**config.mk**
```make
export PLATFORM = sky130hd
export DESIGN_NAME = seg_mux_ndigit
export DESIGN_NICKNAME = d
export VERILOG_FILES = /design/src/rtl/seg_mux_ndigit.sv
export SDC_FILE = /design/constraint.sdc
export NUM_CORES = 1
export LEC_CHECK = 0
export CAP_MARGIN = 10
export CORE_UTILIZATION = 47
export CTS_CLUSTER_DIAMETER = 40
export CTS_CLUSTER_SIZE = 12
export DETAILED_ROUTE_END_ITERATION = 10
export PLACE_DENSITY = 0.68
export SLEW_MARGIN = 20
export SYNTH_ARGS = -nofsm -noshare
export SYNTH_HDL_FRONTEND = slang
export SYNTH_SLANG_ARGS = --single-unit
```
**constraint.sdc**
```tcl
create_clock -name clk -period 3.85 [get_ports clk]
set_input_delay 0.385 -clock clk [delete_from_list [all_inputs] [get_ports clk]]
set_output_delay 0.385 -clock clk [all_outputs]
set_load 0.02 [all_outputs]
```
**src/rtl/seg_mux_ndigit.sv**
```systemverilog
// Time-multiplexed N-digit seven-segment driver: per-frame snapshot, blank/dwell scan slots.
// Optional leading-zero blanking is enabled by defining SEG_MUX_LZB_EN.

module seg_mux_lane (
  input  logic [3:0] nib,
  output logic [6:0] pat
);
  // Active-high pattern, bit 0 = segment a.
  always_comb begin
    case (nib)
      4'h0: pat = 7'h3F;
      4'h1: pat = 7'h06;
      4'h2: pat = 7'h5B;
      4'h3: pat = 7'h4F;
      4'h4: pat = 7'h66;
      4'h5: pat = 7'h6D;
      4'h6: pat = 7'h7D;
      4'h7: pat = 7'h07;
      4'h8: pat = 7'h7F;
      4'h9: pat = 7'h6F;
      4'hA: pat = 7'h77;
      4'hB: pat = 7'h7C;
      4'hC: pat = 7'h39;
      4'hD: pat = 7'h5E;
      4'hE: pat = 7'h79;
      default: pat = 7'h71;
    endcase
  end
endmodule

module seg_mux_ndigit #(
  parameter int NUM_DIGITS     = 4,
  parameter int DWELL_CYCLES   = 25000,
  parameter int BLANK_CYCLES   = 500,
  parameter int SEG_ACTIVE_LOW = 1,
  parameter int DIG_ACTIVE_LOW = 1
) (
  input  logic                          clk,
  input  logic                          reset,
  input  logic                          enable,
  input  logic [4*NUM_DIGITS-1:0]       hex_in,
  input  logic [NUM_DIGITS-1:0]         dp_in,
  output logic [6:0]                    seg,
  output logic                          dp,
  output logic [NUM_DIGITS-1:0]         digit_en,
  output logic [$clog2(NUM_DIGITS)-1:0] cur_digit,
  output logic                          frame_start
);
  localparam int IW   = $clog2(NUM_DIGITS);
  localparam int MAXC = (DWELL_CYCLES > BLANK_CYCLES) ? DWELL_CYCLES : BLANK_CYCLES;
  localparam int CW   = $clog2(MAXC + 1);
  localparam logic [CW-1:0] DW_LD = CW'(DWELL_CYCLES - 1);
  localparam logic [CW-1:0] BL_LD = (BLANK_CYCLES > 0) ? CW'(BLANK_CYCLES - 1) : '0;
  localparam logic [IW-1:0] LAST  = IW'(NUM_DIGITS - 1);
  localparam logic SEG_INV = (SEG_ACTIVE_LOW != 0);
  localparam logic DIG_INV = (DIG_ACTIVE_LOW != 0);

  typedef enum logic [1:0] {IDLE, BLANK, SHOW} state_t;

  state_t                        state, state_n;
  logic [IW-1:0]                 idx, idx_n;
  logic [CW-1:0]                 cnt, cnt_n;
  logic                          snap_ld;
  logic [NUM_DIGITS-1:0][3:0]    snap_hex, snap_hex_n;
  logic [NUM_DIGITS-1:0]         snap_dp, snap_dp_n;
  logic [NUM_DIGITS-1:0][6:0]    pat;
  logic [NUM_DIGITS-1:0]         oh_n;
  logic                          dark_n;

  // cnt holds remaining cycles minus one in the current interval.
  always_comb begin
    state_n = state;
    idx_n   = idx;
    cnt_n   = cnt;
    snap_ld = 1'b0;
    if (!enable) begin
      state_n = IDLE;
      idx_n   = '0;
      cnt_n   = '0;
    end else begin
      case (state)
        IDLE: begin
          snap_ld = 1'b1;
          idx_n   = '0;
          if (BLANK_CYCLES == 0) begin
            state_n = SHOW;
            cnt_n   = DW_LD;
          end else begin
            state_n = BLANK;
            cnt_n   = BL_LD;
          end
        end
        BLANK: begin
          if (cnt == '0) begin
            state_n = SHOW;
            cnt_n   = DW_LD;
          end else begin
            cnt_n = cnt - 1'b1;
          end
        end
        SHOW: begin
          if (cnt == '0) begin
            if (idx == LAST) begin
              idx_n   = '0;
              snap_ld = 1'b1;
            end else begin
              idx_n = idx + 1'b1;
            end
            if (BLANK_CYCLES == 0) begin
              state_n = SHOW;
              cnt_n   = DW_LD;
            end else begin
              state_n = BLANK;
              cnt_n   = BL_LD;
            end
          end else begin
            cnt_n = cnt - 1'b1;
          end
        end
        default: begin
          state_n = IDLE;
          idx_n   = '0;
          cnt_n   = '0;
        end
      endcase
    end
  end

  assign snap_hex_n = snap_ld ? hex_in : snap_hex;
  assign snap_dp_n  = snap_ld ? dp_in  : snap_dp;

  for (genvar g = 0; g < NUM_DIGITS; g++) begin : g_lane
    seg_mux_lane u_lane (.nib(snap_hex_n[g]), .pat(pat[g]));
  end

`ifdef SEG_MUX_LZB_EN
  // lz[i]: digits i..NUM_DIGITS-1 of the snapshot are all zero.
  logic [NUM_DIGITS:1]   lz;
  logic [NUM_DIGITS-1:0] lzb;
  assign lz[NUM_DIGITS] = 1'b1;
  assign lzb[0]         = 1'b0;
  for (genvar g = 1; g < NUM_DIGITS; g++) begin : g_lz
    assign lz[g]  = lz[g+1] & (snap_hex_n[g] == 4'h0);
    assign lzb[g] = lz[g] & ~snap_dp_n[g];
  end
  assign dark_n = (state_n != SHOW) | lzb[idx_n];
`else
  assign dark_n = (state_n != SHOW);
`endif

  assign oh_n = NUM_DIGITS'(1) << idx_n;

  always_ff @(posedge clk) begin
    if (!reset) begin
      state       <= IDLE;
      idx         <= '0;
      cnt         <= '0;
      snap_hex    <= '0;
      snap_dp     <= '0;
      seg         <= {7{SEG_INV}};
      dp          <= SEG_INV;
      digit_en    <= {NUM_DIGITS{DIG_INV}};
      cur_digit   <= '0;
      frame_start <= 1'b0;
    end else begin
      state       <= state_n;
      idx         <= idx_n;
      cnt         <= cnt_n;
      snap_hex    <= snap_hex_n;
      snap_dp     <= snap_dp_n;
      seg         <= dark_n ? {7{SEG_INV}} : (pat[idx_n] ^ {7{SEG_INV}});
      dp          <= dark_n ? SEG_INV : (snap_dp_n[idx_n] ^ SEG_INV);
      digit_en    <= dark_n ? {NUM_DIGITS{DIG_INV}} : (oh_n ^ {NUM_DIGITS{DIG_INV}});
      cur_digit   <= idx_n;
      frame_start <= snap_ld;
    end
  end
endmodule

```
# After elaboration in Yosys (flattened, before gate mapping)
# Memory sizes are Yosys's and may differ from the RTL's.
# Cells that the tools add are included.
# word_totals
register_bits	52
romBits	448
in_bits	23
output_inout_bits	15
elab_cells	53
memories	4
# op_classes
n_addsub	2
magnitude_cmp	1
n_eq_ne	4
n_shift	1
n_mux	21
bitwise	4
reduce_logical	4
# memory_table
memory	depth	word_bits	read_ports	rd_clocked_by_memory_dff	write_ports	line_no	source
(no name shown)	16	7	1	0	0	10	case (nib)
(no name shown)	16	7	1	0	0	10	
(no name shown)	16	7	1	0	0	10	
(no name shown)	16	7	1	0	0	10	
# op_table
operator	n
one-hot mux 15 bit (3 select lines)	1
two-way mux 15 bit	2
two-way mux 16 bit	1
zero test 15 bit	1
subtractor 15 x 1 -> 15 bit, second input constant	1
binary-select mux 7 bit (select 2 bit)	1
two-way mux 2 bit	6
two-way mux 7 bit	1
NOT 7 bit	1
one-hot mux 2 bit (3 select lines)	1
equality test 2 bit, second input constant	2
two-way mux 1 bit	4
two-way mux 4 bit	1
NOT 4 bit	1
one-hot mux 2 bit (2 select lines)	1
<< shifter 1 x 2 -> 4 bit, first input constant	1
< comparator 2 x 3 -> 1 bit, second input constant	1
adder 2 x 1 -> 2 bit, second input constant	1
binary-select mux 1 bit (select 2 bit)	1
equality test 2 x 1 -> 1 bit, second input constant	1
zero test 2 bit	1
!= test 2 bit, second input constant	1
NOT 1 bit	2
one-hot mux 1 bit (2 select lines)	1
2 further kinds	2

# Longest topological paths before layout
# An unclocked memory read counts as a cell.
# logic_depth
depth_word	10
ltp_mapped	16
depth_no_buf	13

# Cells and area by module
# Synthesis repeated with hierarchy kept, for this count alone.
# hier_totals
hier_cells	367
hier_area_um2	3533.4
# modules_own_cells
module	instances	cells_each	area_per_inst_um2	seq_area_each_um2
seg_mux_ndigit	1	235	2384.8	1041.0
seg_mux_lane at g_lane[0].u_lane ...	2	33	287.8	0.0
seg_mux_lane at g_lane[2].u_lane	1	33	290.3	0.0
seg_mux_lane at g_lane[1].u_lane	1	33	282.8	0.0

# Worst setup path before layout
# OpenSTA, ideal clock, no wires.
# synth_timing
path_kind	flip-flop to flip-flop
startpoint	register cnt[2]
endpoint	register seg[0]
setup_time_ns	0.134
t_arrival_ns	3.060
required_time_ns	3.716
path_slack_ns	0.656
path_stages_with_launch	12
path_buffers	2
period_less_slack_ns	3.194
cell_sequence	dfxtp_1 -> or4_1 -> o41a_1 -> buf_2 -> o21ai_0 -> and2_1 -> clkbuf_1 -> inv_1 -> ha_1 -> a32oi_1 -> a21oi_1 -> or4_1
# synth_between
elab_chain_len	9
word_cells_on_any_way	21
cone_classes	eq/ne (1); mux (13); bitwise (1); reduce/logical (2); memory (4)
# synth_rtl
item	line_no	source
start: declaration	62	logic [CW-1:0] cnt, cnt_n;
start signal: assignment	168	cnt <= cnt_n;
zero test 15 bit	102	if (cnt == '0) begin
two-way mux 1 bit	102	
one-hot mux 1 bit (2 select lines)	81	case (state)
two-way mux 1 bit	76	if (!enable) begin
two-way mux 16 bit	129	assign snap_hex_n = snap_ld ? hex_in : snap_hex;
via g_lane[1].u_lane.nib[0]	5	input logic [3:0] nib,
memory read (16 x 7 bit)	n/a	
binary-select mux 7 bit (select 2 bit)	171	seg <= dark_n ? {7{SEG_INV}} : (pat[idx_n] ^ {7{SEG_INV}});
two-way mux 7 bit (not written as such)	171	
NOT 7 bit (no source line)	n/a	
end signal: assignment	160	seg <= {7{SEG_INV}};
end signal: assignment	171	
end: declaration	43	output logic [6:0] seg,
# The timed path passes the listed nets, and every way through them passes these cells. The select of a mux whose other input is x is not followed.
# A chain may end at the register's enable or synchronous reset.

# Worst setup path in the final report
# layout_timing
startpoint	register cnt[2]
endpoint	register seg[3]
# The elaborated chain is that of the path after synthesis.

==> load_flow_metrics.sql <==
INSERT INTO impl_metrics (metric_group, metric, value, unit) VALUES
('run_status', 'run_status', 'completed', ''),
('critical_path', 'reg2reg_to', 'seg[3]$_SDFF_PP1_', ''),
('worst_hold_path', 'holdPathStages', '2', ''),
('timing', 'setup_violations', '0', ''),
('run', 'cap_viol_max_count', '0', ''),
('global_route', 'grt_pass1_vias', '3648', ''),
('worst_hold_path', 'min_delay_worst_endpoint', 'cnt[9]$_SDFF_PN0_', ''),
('layout', 'most_common_cell_after_layout_fill_and_taps_aside', 'sky130_fd_sc_hd__dfxtp_1', ''),
('critical_path', 'reg2reg_setup_slack', '430', 'ps'),
('global_route', 'grt_pass1_wl', '17.9', 'mm'),
('synth', 'synth-async-reset-ratio', '0', '%'),
('critical_path', 'cp_cell_sequence', 'or4_1 -> o41ai_4 -> nand2_1 -> buf_4 -> a21oi_1 -> inv_1 -> ha_1 -> mux2_2 -> a221oi_1 -> nand4_1', ''),
('clock_tree', 'postCtsResizedCells', '0', ''),
('floorplanning', 'placeableCoreArea', '0.00773', 'mm^2'),
('detailed_routing', 'drc_errors_left', '0', ''),
('critical_path', 'standard_cell_with_the_maximum_stage_delay_on_the_critical_path', 'sky130_fd_sc_hd__or4_1', ''),
('placement', 'post-dp-hpwl', '8.08', 'mm'),
('critical_path', 'crit_fanout', '14', ''),
('timing', 'finClkSkew', '8.36', 'ps'),
('synth', 'yosys_warnings', '0', ''),
('detailed_routing', 'drtPass1Iterations', '5', ''),
('worst_hold_path', 'worstHoldStart', 'cnt[9]$_SDFF_PN0_', ''),
('detailed_routing', 'postRouteWirelength', '10.7', 'mm'),
('clock_tree', 'clock-sinks', '52', ''),
('timing', 'unrepaired_setup_endpoints_after_global_routing', 'no', ''),
('detailed_routing', 'routedWlPerCell', '17.4', 'um'),
('global_route', 'gr-usage-all-layers', '26.8', '%'),
('layout', 'finalNetCount', '558', ''),
('placement', 'placedInstanceArea', '0.00424', 'mm^2'),
('floorplanning', 'die_area', '0.00836', 'mm^2'),
('clock_tree', 'ctsRootBufferMaster', 'sky130_fd_sc_hd__clkbuf_8', ''),
('critical_path', 'r2r_cells', '10', ''),
('synth', 'synth-main-ff-cell', 'sky130_fd_sc_hd__dfxtp_1', ''),
('detailed_routing', 'viasPerCell', '6.07', ''),
('timing', 'period_share', '88.9', '%'),
('timing', 'slew_viol_final', '0', ''),
('layout', 'nFillCells', '716', ''),
('timing', 'timing.max_slew.rel_slack', '44.9', '%'),
('critical_path', 'crit_required', '4030', 'ps'),
('floorplanning', 'rows', '32', ''),
('global_route', 'globalRouteOverflowTotal', '0', ''),
('critical_path', 'critical_path.reg2reg.startpoint', 'cnt[2]$_SDFF_PN0_', ''),
('critical_path', 'critPathCaptureType', 'register', ''),
('clock_tree', 'numCtsBuffers', '5', ''),
('synth', 'avgSynthCellArea', '7.85', 'um^2'),
('synth', 'synth-seq-area-share', '27.7', '%'),
('clock_tree', 'cts_tree', 'yes', ''),
('floorplanning', 'i_o_pins', '38', ''),
('layout', 'number_of_antenna_cells_inserted', '0', ''),
('clock_tree', 'clock_transition_at_the_register_clock_pins_on_the_worst_setup_and_hold_paths_after_cts', '100', 'ps'),
('timing', 'timing.final.crit_period', '3420', 'ps'),
('synth', 'netlist-cell-type-count', '75', ''),
('synth', 'synth.net_count', '524', ''),
('layout', 'finished_cell_area', '0.00434', 'mm^2'),
('floorplanning', 'die_y', '91.5', 'um'),
('global_route', 'grt_start_max_net_pins', '24', ''),
('timing', 'hold_violations', '0', ''),
('timing', 'finalSetupTns', '0', 'ps'),
('clock_tree', 'worst_skew_pair.late_latency', '310', 'ps'),
('placement', 'number_of_buffers_added_on_ports', '37', ''),
('global_route', 'number_of_antenna_violations_at_the_first_check_in_global_routing', '0', ''),
('layout', 'layout_cells_sized_above_1', '8.17', '%'),
('timing', 'worst_margin_slew', '819', 'ps'),
('power_and_ir_drop', 'powerDensity', '296', 'mW/mm^2'),
('clock_tree', 'max-clock-path-buffers', '2', ''),
('worst_hold_path', 'worstHoldPathType', 'register to register', ''),
('critical_path', 'worst_ep_arrival_time', '3610', 'ps'),
('floorplanning', 'start_util', '48.7', '%'),
('synth', 'syn-instance-count', '479', ''),
('layout', 'area.growth.synth_to_final', '15.3', '%'),
('clock_tree', 'cts_setup_buffers', '0', '');
## flip-flops by register name, indices dropped and copies added, names as in the netlist
name         flops
snap_dp          4
state            2
seg              7
snap_hex        16
frame_start      1
cnt             15
digit_en         4
idx              2
dp               1
## worst min-delay path, delay by kind of cell (launching register included)
family	cells	cell delay, ps
AO/OA/AOI/OAI	2	130
flip-flops	1	350
## cell usage after synthesis (3+ instances only)
cell | n | area share, %
sky130_fd_sc_hd__a21boi_0 | 3 | 0.60
sky130_fd_sc_hd__nand3_1 | 21 | 2.8
sky130_fd_sc_hd__nor2_1 | 32 | 3.2
sky130_fd_sc_hd__xnor2_1 | 7 | 1.6
sky130_fd_sc_hd__a21oi_1 | 28 | 3.7
sky130_fd_sc_hd__o221ai_1 | 6 | 1.4
sky130_fd_sc_hd__and2_1 | 19 | 3.2
sky130_fd_sc_hd__dfxtp_1 | 52 | 28
sky130_fd_sc_hd__o21a_1 | 3 | 0.60
sky130_fd_sc_hd__o211ai_1 | 5 | 1.0
sky130_fd_sc_hd__buf_2 | 6 | 0.80
sky130_fd_sc_hd__a211oi_1 | 5 | 1.0
sky130_fd_sc_hd__o21ai_1 | 4 | 0.53
sky130_fd_sc_hd__nand4_1 | 8 | 1.3
sky130_fd_sc_hd__clkbuf_1 | 8 | 0.80
sky130_fd_sc_hd__mux2i_1 | 9 | 2.4
sky130_fd_sc_hd__a31oi_1 | 4 | 0.67
sky130_fd_sc_hd__nor3_1 | 21 | 2.8
sky130_fd_sc_hd__nand2_1 | 43 | 4.3
sky130_fd_sc_hd__o31ai_1 | 4 | 0.80
sky130_fd_sc_hd__o21ai_2 | 4 | 0.93
sky130_fd_sc_hd__inv_1 | 28 | 2.8
sky130_fd_sc_hd__ha_1 | 22 | 7.3
sky130_fd_sc_hd__nand3b_1 | 3 | 0.60
sky130_fd_sc_hd__or4_4 | 3 | 0.90
sky130_fd_sc_hd__nor4_1 | 4 | 0.67
sky130_fd_sc_hd__o21ai_0 | 30 | 4.0
sky130_fd_sc_hd__and3_1 | 10 | 1.7
sky130_fd_sc_hd__or4_1 | 4 | 0.80
sky130_fd_sc_hd__mux2_2 | 3 | 0.90
sky130_fd_sc_hd__and4_1 | 3 | 0.70
sky130_fd_sc_hd__buf_4 | 5 | 1.0
sky130_fd_sc_hd__or3_1 | 4 | 0.67
sky130_fd_sc_hd__nor2b_1 | 10 | 1.7
sky130_fd_sc_hd__xor2_1 | 3 | 0.70
## logic make-up after synthesis
group	count (synthesis)	synth area share, %
and+or+nand+nor	196	27.6
AOI/OAI and AO/OA	133	24.2
buffers and inverters	51	5.99
xor gates and xnor gates	10	2.33
adders and majority gates	22	7.32
muxes	15	4.86
DFF	52	27.7
## stage by stage
stage          setup WS (ps)  hold WS [ps]  instances  util, %
5_1_grt                  225           548        616     56.1
2_1_floorplan            656           468        479        -
6_report                 427           511        616     56.1
3_3_place_gp             490           497        608     54.9
3_5_place_dp             472           495        608     54.9
4_1_cts                  437           510        616     56.1
## worst max path at each step
| stage | start | to | slack, ps | cells past startpoint |
|---|---|---|---|---|
| floorplan | cnt[2]$_SDFF_PN0_ | seg[0]$_SDFF_PP1_ | 660 | 11 |
| global placement | cnt[2]$_SDFF_PN0_ | seg[3]$_SDFF_PP1_ | 490 | 9 |
| detailed placement | cnt[2]$_SDFF_PN0_ | seg[3]$_SDFF_PP1_ | 470 | 10 |
| CTS | cnt[2]$_SDFF_PN0_ | seg[3]$_SDFF_PP1_ | 440 | 10 |
| global route | cnt[6]$_SDFF_PN0_ | seg[0]$_SDFF_PP1_ | 230 | 10 |
| finish | cnt[2]$_SDFF_PN0_ | seg[3]$_SDFF_PP1_ | 430 | 10 |
## layer usage
layer  track usage [%]  wire (um)  share of wire, %
met5                 0          0                 0
met2              46.2       5240                49
met3              3.52        471               4.4
met4              13.1        377               3.5
met1              32.7       4630                43
## final cells by class
class	count	area, um^2	area share, %
Tap cell	102	128	2.94
Sequential cell	52	1040	24.0
Multi-Input combinational cell	376	2510	57.8
Timing Repair Buffer	49	460	10.6
Clock buffer	7	86.3	1.99
Inverter	29	109	2.51
Clock inverter	1	7.51	0.173
## power by group
group	switching (mW)	internal [mW]	total (mW)
clock network	0.192	0.147	0.339
registers	0.0200	0.559	0.579
logic	0.216	0.152	0.368
total	0.428	0.857	1.29
Power figures use the tool's default switching activity.
